==> src/rtl/fb_arb_pkg.sv <==
// Shared types and default sizes for the framebuffer write arbiter.
// Optional build macro: FB_ARB_FIXED_PRIO_EN makes req0 win every collision.
package fb_arb_pkg;
  localparam int ADDR_W_DEF   = 17;
  localparam int DATA_W_DEF   = 8;
  localparam int FB_DEPTH_DEF = 76800;

  typedef enum logic [1:0] {
    ST_IDLE  = 2'd0,
    ST_RUN   = 2'd1,
    ST_DRAIN = 2'd2,
    ST_READY = 2'd3
  } fb_state_t;
endpackage

==> src/rtl/rr_pick2.sv <==
// Two-input grant picker with a last-granted pointer.
// FB_ARB_FIXED_PRIO_EN defined: req0 always wins a collision.
// Undefined: a collision goes to the requester not granted most recently.
module rr_pick2 (
  input  logic clock,
  input  logic reset,
  input  logic en,
  input  logic req0,
  input  logic req1,
  output logic gnt0,
  output logic gnt1
);
  // 1 means requester 1 was granted most recently; reset value lets req0 win first
  logic last;

  // Combinational grant selection, only while enabled
  always_comb begin
    gnt0 = 1'b0;
    gnt1 = 1'b0;
    if (en) begin
`ifdef FB_ARB_FIXED_PRIO_EN
      gnt0 = req0;
      gnt1 = req1 & ~req0;
`else
      if (req0 && req1) begin
        gnt0 = last;
        gnt1 = ~last;
      end else begin
        gnt0 = req0;
        gnt1 = req1;
      end
`endif
    end
  end

  // Track which requester was served last
  always_ff @(posedge clock or posedge reset) begin
    if (reset)     last <= 1'b1;
    else if (gnt0) last <= 1'b0;
    else if (gnt1) last <= 1'b1;
  end
endmodule

==> src/rtl/fb_write_arbiter.sv <==
// Framebuffer write arbiter: two CPUs share one registered write port
// during a frame; the frame ends once both CPUs have reported done.
// Optional build macro: FB_ARB_FIXED_PRIO_EN (fixed req0 priority).
module fb_write_arbiter
  import fb_arb_pkg::*;
#(
  parameter int ADDR_W   = ADDR_W_DEF,
  parameter int DATA_W   = DATA_W_DEF,
  parameter int FB_DEPTH = FB_DEPTH_DEF
) (
  input  logic              clock,
  input  logic              reset,
  input  logic              req0,
  input  logic              req1,
  input  logic [ADDR_W-1:0] addr0,
  input  logic [ADDR_W-1:0] addr1,
  input  logic [DATA_W-1:0] wdata0,
  input  logic [DATA_W-1:0] wdata1,
  input  logic              done0,
  input  logic              done1,
  input  logic              start,
  output logic              gnt0,
  output logic              gnt1,
  output logic              mem_we,
  output logic [ADDR_W-1:0] mem_addr,
  output logic [DATA_W-1:0] mem_wdata,
  output logic              frame_ready,
  output logic              busy,
  output logic              addr_err
);
  // One extra bit so FB_DEPTH up to 2**ADDR_W compares correctly
  localparam logic [ADDR_W:0] DEPTH_W = (ADDR_W+1)'(FB_DEPTH);

  fb_state_t         state;
  logic              d0_s, d1_s;
  logic              run, start_acc, gnt_any, addr_ok, wr_ok, bad_wr;
  logic [ADDR_W-1:0] sel_addr;
  logic [DATA_W-1:0] sel_wdata;

  assign run       = (state == ST_RUN);
  // start only opens a frame from IDLE or READY
  assign start_acc = start & ((state == ST_IDLE) | (state == ST_READY));

  rr_pick2 u_pick (
    .clock (clock),
    .reset (reset),
    .en    (run),
    .req0  (req0),
    .req1  (req1),
    .gnt0  (gnt0),
    .gnt1  (gnt1)
  );

  assign gnt_any   = gnt0 | gnt1;
  assign sel_addr  = gnt1 ? addr1  : addr0;
  assign sel_wdata = gnt1 ? wdata1 : wdata0;
  assign addr_ok   = ({1'b0, sel_addr} < DEPTH_W);
  assign wr_ok     = gnt_any & addr_ok;
  assign bad_wr    = gnt_any & ~addr_ok;

  // Registered write port; out-of-range grants are consumed but flagged
  always_ff @(posedge clock or posedge reset) begin
    if (reset) begin
      mem_we    <= 1'b0;
      mem_addr  <= '0;
      mem_wdata <= '0;
      addr_err  <= 1'b0;
    end else begin
      mem_we <= wr_ok;
      if (wr_ok) begin
        mem_addr  <= sel_addr;
        mem_wdata <= sel_wdata;
      end
      if (start_acc)   addr_err <= 1'b0;
      else if (bad_wr) addr_err <= 1'b1;
    end
  end

  // Frame FSM with sticky done flags and registered status outputs
  always_ff @(posedge clock or posedge reset) begin
    if (reset) begin
      state       <= ST_IDLE;
      d0_s        <= 1'b0;
      d1_s        <= 1'b0;
      busy        <= 1'b0;
      frame_ready <= 1'b0;
    end else begin
      case (state)
        ST_IDLE: if (start) begin
          state <= ST_RUN;
          busy  <= 1'b1;
          d0_s  <= 1'b0;
          d1_s  <= 1'b0;
        end
        ST_RUN: begin
          d0_s <= d0_s | done0;
          d1_s <= d1_s | done1;
          if (d0_s && d1_s) state <= ST_DRAIN;
        end
        ST_DRAIN: begin
          state       <= ST_READY;
          busy        <= 1'b0;
          frame_ready <= 1'b1;
        end
        ST_READY: if (start) begin
          state       <= ST_RUN;
          busy        <= 1'b1;
          frame_ready <= 1'b0;
          d0_s        <= 1'b0;
          d1_s        <= 1'b0;
        end
        default: state <= ST_IDLE;
      endcase
    end
  end
endmodule

==> config.mk <==
export PLATFORM = sky130hd
export DESIGN_NAME = fb_write_arbiter
export DESIGN_NICKNAME = d
export VERILOG_FILES = /design/src/rtl/fb_arb_pkg.sv /design/src/rtl/rr_pick2.sv /design/src/rtl/fb_write_arbiter.sv
export SDC_FILE = /design/constraint.sdc
export NUM_CORES = 1
export LEC_CHECK = 0
export BUFFER_PORTS_ARGS = -buffer_cell sky130_fd_sc_hd__buf_2
export CAP_MARGIN = 20
export CORE_MARGIN = 2
export CORE_UTILIZATION = 46
export CTS_BUF_LIST = sky130_fd_sc_hd__clkbuf_4 sky130_fd_sc_hd__clkbuf_8 sky130_fd_sc_hd__clkbuf_16
export DETAILED_ROUTE_END_ITERATION = 8
export MAX_ROUTING_LAYER = met4
export PLACE_DENSITY_LB_ADDON = 0.08
export SYNTH_ARGS = -nofsm -noshare
export SYNTH_HDL_FRONTEND = slang
export SYNTH_SLANG_ARGS = --single-unit
==> constraint.sdc <==
create_clock -name clock -period 2.7 [get_ports clock]
set_input_delay 0.135 -clock clock [delete_from_list [all_inputs] [get_ports clock]]
set_output_delay 0.135 -clock clock [all_outputs]
set_load 0.005 [all_outputs]
# Yosys cells after proc, flatten, opt, wreduce, memory -nomap -nowiden
# Cells that the tools add are included.
[classes]
magnitude_cmp = 1
n_mux = 19
bitwise_logic = 9
reduce_logical = 13
n_eq_ne = 6
[ops]
columns = ["op", "count"]
rows = [
  ["< comparator 17 bit, second input constant", 1],
  ["2-to-1 mux 17 bit", 1],
  ["2-to-1 mux 1 bit", 10],
  ["nonzero test 2 bit", 5],
  ["2-to-1 mux 8 bit", 1],
  ["case mux 1 bit (2 select lines)", 4],
  ["AND reduction 2 bit", 4],
  ["case mux 2 bit (3 select lines)", 1],
  ["equality test 2 bit, second input constant", 2],
  ["2-to-1 mux 2 bit", 2],
  ["!= test 2 x 1 -> 1 bit, second input constant", 2],
  ["OR 1 bit", 4],
  ["bitwise AND 1 bit", 3],
  ["equality test 2 x 1 -> 1 bit, second input constant", 1],
  ["logical AND 1 bit", 2],
  ["zero test 2 bit", 1],
  ["!= test 2 bit, second input constant", 1],
  ["NOT 1 bit", 2],
  ["OR reduction 2 bit", 1],
]
[totals]
regBits = 34
wordCells = 58
inputBits = 57
out_inout_bits = 31

# Longest topological paths before layout
[logic_depth]
ltp_word = 9
ltp_mapped = 9

# Modules after synthesis
# Synthesis repeated with hierarchy kept, for this count alone.
[hier_totals]
cells_unflattened = 145
area_unflattened_um2 = 1853.0
[by_module_without_submodules]
columns = ["mod", "area_per_inst_um2", "cells_each", "n_inst", "seq_area_each_um2"]
rows = [
  ["fb_write_arbiter", 1786.7, 136, 1, 825.8],
  ["rr_pick2", 66.3, 9, 1, 26.3],
]

# Worst setup path after synthesis
# No wires, ideal clock.
[synth_path]
kind = "register to register"
startpoint = "register state[1]"
endpoint = "register mem_addr[11]"
arrival_time_ns = 2.005
required_ns = 2.575
path_stages_with_launch = 9
setup_time_ns = 0.125
path_buffers = 2
setup_slack_ns = 0.570
period_less_slack_ns = 2.130
path_cell_list = "dfrtp_1 inv_1 ha_1 buf_4 nand3_4 mux2i_1 nor4_4 buf_6 mux2_4"
[synth_between]
elab_chain_len = 5
[synth_lines]
columns = ["item", "line_no", "text"]
rows = [
  ["from (decl)", "fb_write_arbiter.sv:34", "fb_state_t state;"],
  ["from (signal assigned)", "fb_write_arbiter.sv:82", "state <= ST_IDLE;"],
  ["from (signal assigned)", "fb_write_arbiter.sv:90", "state <= ST_RUN;"],
  ["from (signal assigned)", "fb_write_arbiter.sv:98", "if (d0_s && d1_s) state <= ST_DRAIN;"],
  ["equality test 2 x 1 -> 1 bit *", "fb_write_arbiter.sv:40", "assign run = (state == ST_RUN);"],
  ["2-to-1 mux 1 bit", "rr_pick2.sv:20", "if (en) begin"],
  ["2-to-1 mux 17 bit", "fb_write_arbiter.sv:55", "assign sel_addr = gnt1 ? addr1 : addr0;"],
  ["< comparator 17 bit", "fb_write_arbiter.sv:57", "assign addr_ok = ({1'b0, sel_addr} < DEPTH_W);"],
  ["bitwise AND 1 bit", "fb_write_arbiter.sv:58", "assign wr_ok = gnt_any & addr_ok;"],
  ["to (signal assigned)", "fb_write_arbiter.sv:71", "mem_addr <= sel_addr;"],
  ["to (decl)", "fb_write_arbiter.sv:25", "output logic [ADDR_W-1:0] mem_addr,"],
]
# Mark *: on every way between the ends. The rest lies on a longest branch, timed or not.
# A chain may end at the register's enable or synchronous reset.

# Worst setup path after layout
[layout_path]
startpoint = "register state[1]"
endpoint = "register mem_addr[3]"
# Same word-level chain as after synthesis.

==> flow_summary.yaml <==
finish:
  number_of_flip_flops_under_the_largest_register_name: 17
  final_layout_size_suffix_gt1_share_pct: 43.7
  most_flop_heavy_register: "mem_addr"
  synth_to_layout_area_growth_pct: 33.4
  fillCellCount: 328
  seq_area_um2: 852
  layout_top_registers: "mem_addr: 17 flops, mem_wdata: 8 flops, state: 2 flops"
  num_antenna_cells: 0
  multi_input_comb_area_um2: 898
  fin_nets: 344
  final_cell_area_mm2: 0.00244
yosys:
  ys_ff_latch: 34
  post_synth_num_cell_types: 28
  netlist.area_leader.share_pct: 45.1
  gate_count_post_synth: 190
  synthesis.nets: 251
  seq_area_frac_synth_pct: 46.5
  synth_area_leader_cell: "sky130_fd_sc_hd__dfrtp_1"
  syn-mean-instance-area_um2: 9.65
  synth_area_mm2: 0.00183
  yosys_warnings: 0
  synth_top_cells_by_area: "sky130_fd_sc_hd__dfrtp_1, sky130_fd_sc_hd__nand2_1, sky130_fd_sc_hd__mux2_4"
power:
  seq_power_share_pct: 37.7
  internal_power_mw: 1.62
  total_power_mw: 2.41
  clockPowerShare_pct: 19.4
  maximum_vdd_drop_uv: 544
  total_switching_power_uw: 786
  p_leak_nw: 1.35
  combinationalPowerShare_pct: 42.9
  switching_share_pct: 32.7
  cellPowerDensity_mw_per_mm2: 985
setup_path:
  critical_path.startpoint_type: "register"
  ff2ff_setup_slack_ns: 0.22
  timing.rr.start: "state[1]$_DFFE_PP0P_"
  crit-reg2reg-capture: "mem_addr[3]$_DFFE_PP0P_"
  crit_path_max_fanout: 17
  cp_data_arrival_time_ns: 2.65
  cells_on_worst_reg2reg_path: 8
  worst_setup_path_class: "reg -> reg"
  cp_data_required_time_ns: 2.86
  cp_capture_type: "register"
grt:
  grt_pass1_wl_mm: 6.74
  pin_count_of_the_biggest_net_entering_global_routing: 19
  overflow: 0
  via_count_of_the_first_global_routing_pass: 1541
  grtUsageTotal_pct: 21.1
  grt_antenna_before_repair: 0
clock_network:
  h-tree-depth: 2
  clockRootBuffer: "sky130_fd_sc_hd__clkbuf_8"
  cts_max_path_buffers: 2
  cts_buffers: 5
  clkSinkCount: 34
  cts_hold_buf: 1
  cts_tree: "yes"
  clock_latency_ns: 0.28
  post_cts.resized_instances: 0
  post_cts_buffers: 0
  clkSlewWorstSetupHoldPaths_ns: 0.07
timing:
  post_route_clock_skew_ns: 0.00428
  worst-slew-pin-transition_ns: 0.673
  timing_max_transition_violations_final: 0
  grt_setup_unrepaired: "false"
  report.final.hold_viol_count: 0
  setup_total_negative_slack_ns: 0
  final_period_minus_worst_setup_slack_ns: 2.48
  timing.fmax_ghz: 0.403
  setup_viol: 0
  period_utilization_post_route_pct: 92.0
  worst_slew_margin_rel_pct: 54.6
route:
  dr_total_vias: 1566
  top_signal_layer_used: "met4"
  met2RoutedLength_mm: 1.86
  routed-wl-met3_um: 248
  detail_route.drc_violations: 0
  avgViaCountPerCell: 4.72
  routed_wire_length_per_instance_um: 12.3
  post_route_wl_mm: 4.10
  routedLengthMet1_mm: 1.90
  antenna_violating_nets_post_route: 0
  detailedRoute.firstPassIterationCount: 4
  drt_first_iter_violations: 81
min_path:
  hold_class: "in -> reg"
  min_path_cells: 2
  holdCritStartpoint: "start"
  worst_hold_end: "addr_err$_DFFE_PP0P_"
outcome:
  status: "finished clean"
floorplan:
  placementRows: 22
  die_area_mm2: 0.00451
  placeableCoreArea_mm2: 0.00374
  design.portCount: 88
  chipHeight_um: 67.1
  floorplan.initialDensity_pct: 49.0
  die_width_um: 67.1
job:
  max_cap_viol_count: 0
place:
  gp_routability_congestion: 0.772
  post_dp_cell_area_mm2: 0.00232
  dp.final_hpwl_mm: 3.15
  place.port_buffers: 87
==> kinds of logic after synthesis <==
logic type      share of synthesized area, %
mux                                     18.0
fa+ha+maj                               2.73
simple gates                            19.7
flops                                   46.5
compound gates                          8.60
buf+inv                                 4.50
==> placed cells by master, fill, tap and decap left out, types with 3 or more instances in the layout <==
cell / Yosys / routed
sky130_fd_sc_hd__o21ai_0: 7 / 7
sky130_fd_sc_hd__mux2_2: 7 / 7
sky130_fd_sc_hd__buf_4: 1 / 5
sky130_fd_sc_hd__buf_2: 0 / 87
sky130_fd_sc_hd__dfrtp_1: 33 / 33
sky130_fd_sc_hd__ha_1: 4 / 4
sky130_fd_sc_hd__inv_1: 9 / 9
sky130_fd_sc_hd__mux2_1: 8 / 8
sky130_fd_sc_hd__o2bb2ai_1: 3 / 3
sky130_fd_sc_hd__a21oi_1: 10 / 10
sky130_fd_sc_hd__nand2_1: 71 / 71
sky130_fd_sc_hd__mux2_4: 10 / 10
sky130_fd_sc_hd__nor2_1: 6 / 6
sky130_fd_sc_hd__clkbuf_8: 0 / 5
==> metrics by stage <==
stage          util, %  hold WS (ns)  setup slack, ns  std cells
2_1_floorplan        -         0.198            0.570        190
3_3_place_gp      62.0         0.245            0.318        323
3_5_place_dp      62.0         0.236            0.214        323
4_1_cts           65.3        0.0447            0.195        332
5_1_grt           65.3        0.0501           0.0274        332
6_report          65.3        0.0550            0.217        332
==> power groups by stage <==
stage	logic [mW]	clock network [mW]	registers, mW
after floorplan	0.647	0	0.925
after CTS	1.05	0.477	0.909
final	1.03	0.467	0.908
after detailed placement	1.05	0	0.914
after global placement	1.02	0	0.911
after global routing	1.15	0.499	0.945
==> cells in the mapped netlist (all sizes together) <==
cell type and count:
nor4 1, a31oi 2, mux2 25, ha 4, o21bai 1, nor2 6, o22a 1, nand2 72
a21oi 10, dfstp 1, nor4b 1, mux2i 1, and3 1, o21ai 7, or2 1, dfrtp 33
inv 10, o2bb2ai 3, o32a 1, a21boi 1, buf 7, nand3 1
==> per-layer routing <==
metal	vias to the layer above	track usage [%]
li1	810	-
met1	697	25.2
met2	51	34.0
met3	8	4.39
met4	0	9.95
met5	-	-
==> worst max-delay path: stages (launching register included) <==
cell and delay (ns):
sky130_fd_sc_hd__dfrtp_1 0.41, sky130_fd_sc_hd__inv_1 0.09, sky130_fd_sc_hd__ha_1 0.34, sky130_fd_sc_hd__nand3_4 0.23, sky130_fd_sc_hd__inv_2 0.28, sky130_fd_sc_hd__nor4b_2 0.11
sky130_fd_sc_hd__nor4_4 0.23, sky130_fd_sc_hd__buf_4 0.31, sky130_fd_sc_hd__mux2_1 0.35
==> how the worst max path moves through the flow <==
stage,start,to,slack (ns),depth (start not counted)
final,state[1]$_DFFE_PP0P_,mem_addr[3]$_DFFE_PP0P_,0.22,8
after global routing,state[1]$_DFFE_PP0P_,mem_addr[5]$_DFFE_PP0P_,0.03,8
after CTS,state[1]$_DFFE_PP0P_,mem_addr[5]$_DFFE_PP0P_,0.20,8
after detailed placement,state[1]$_DFFE_PP0P_,mem_addr[5]$_DFFE_PP0P_,0.21,8
after global placement,state[1]$_DFFE_PP0P_,mem_addr[5]$_DFFE_PP0P_,0.32,8
after floorplan,state[1]$_DFFE_PP0P_,mem_addr[11]$_DFFE_PP0P_,0.57,8
==> area by class of cell <==
| class | instances | area share, % |
|---|---|---|
| clock inverters | 1 | 1.23 |
| inverters | 10 | 1.54 |
| multi-input cells | 139 | 36.7 |
| clock buffers | 7 | 3.43 |
| flip-flops and latches | 34 | 34.9 |
| well taps | 48 | 2.46 |
| repair buffers | 93 | 19.8 |
(Power assumes the default switching activity.)
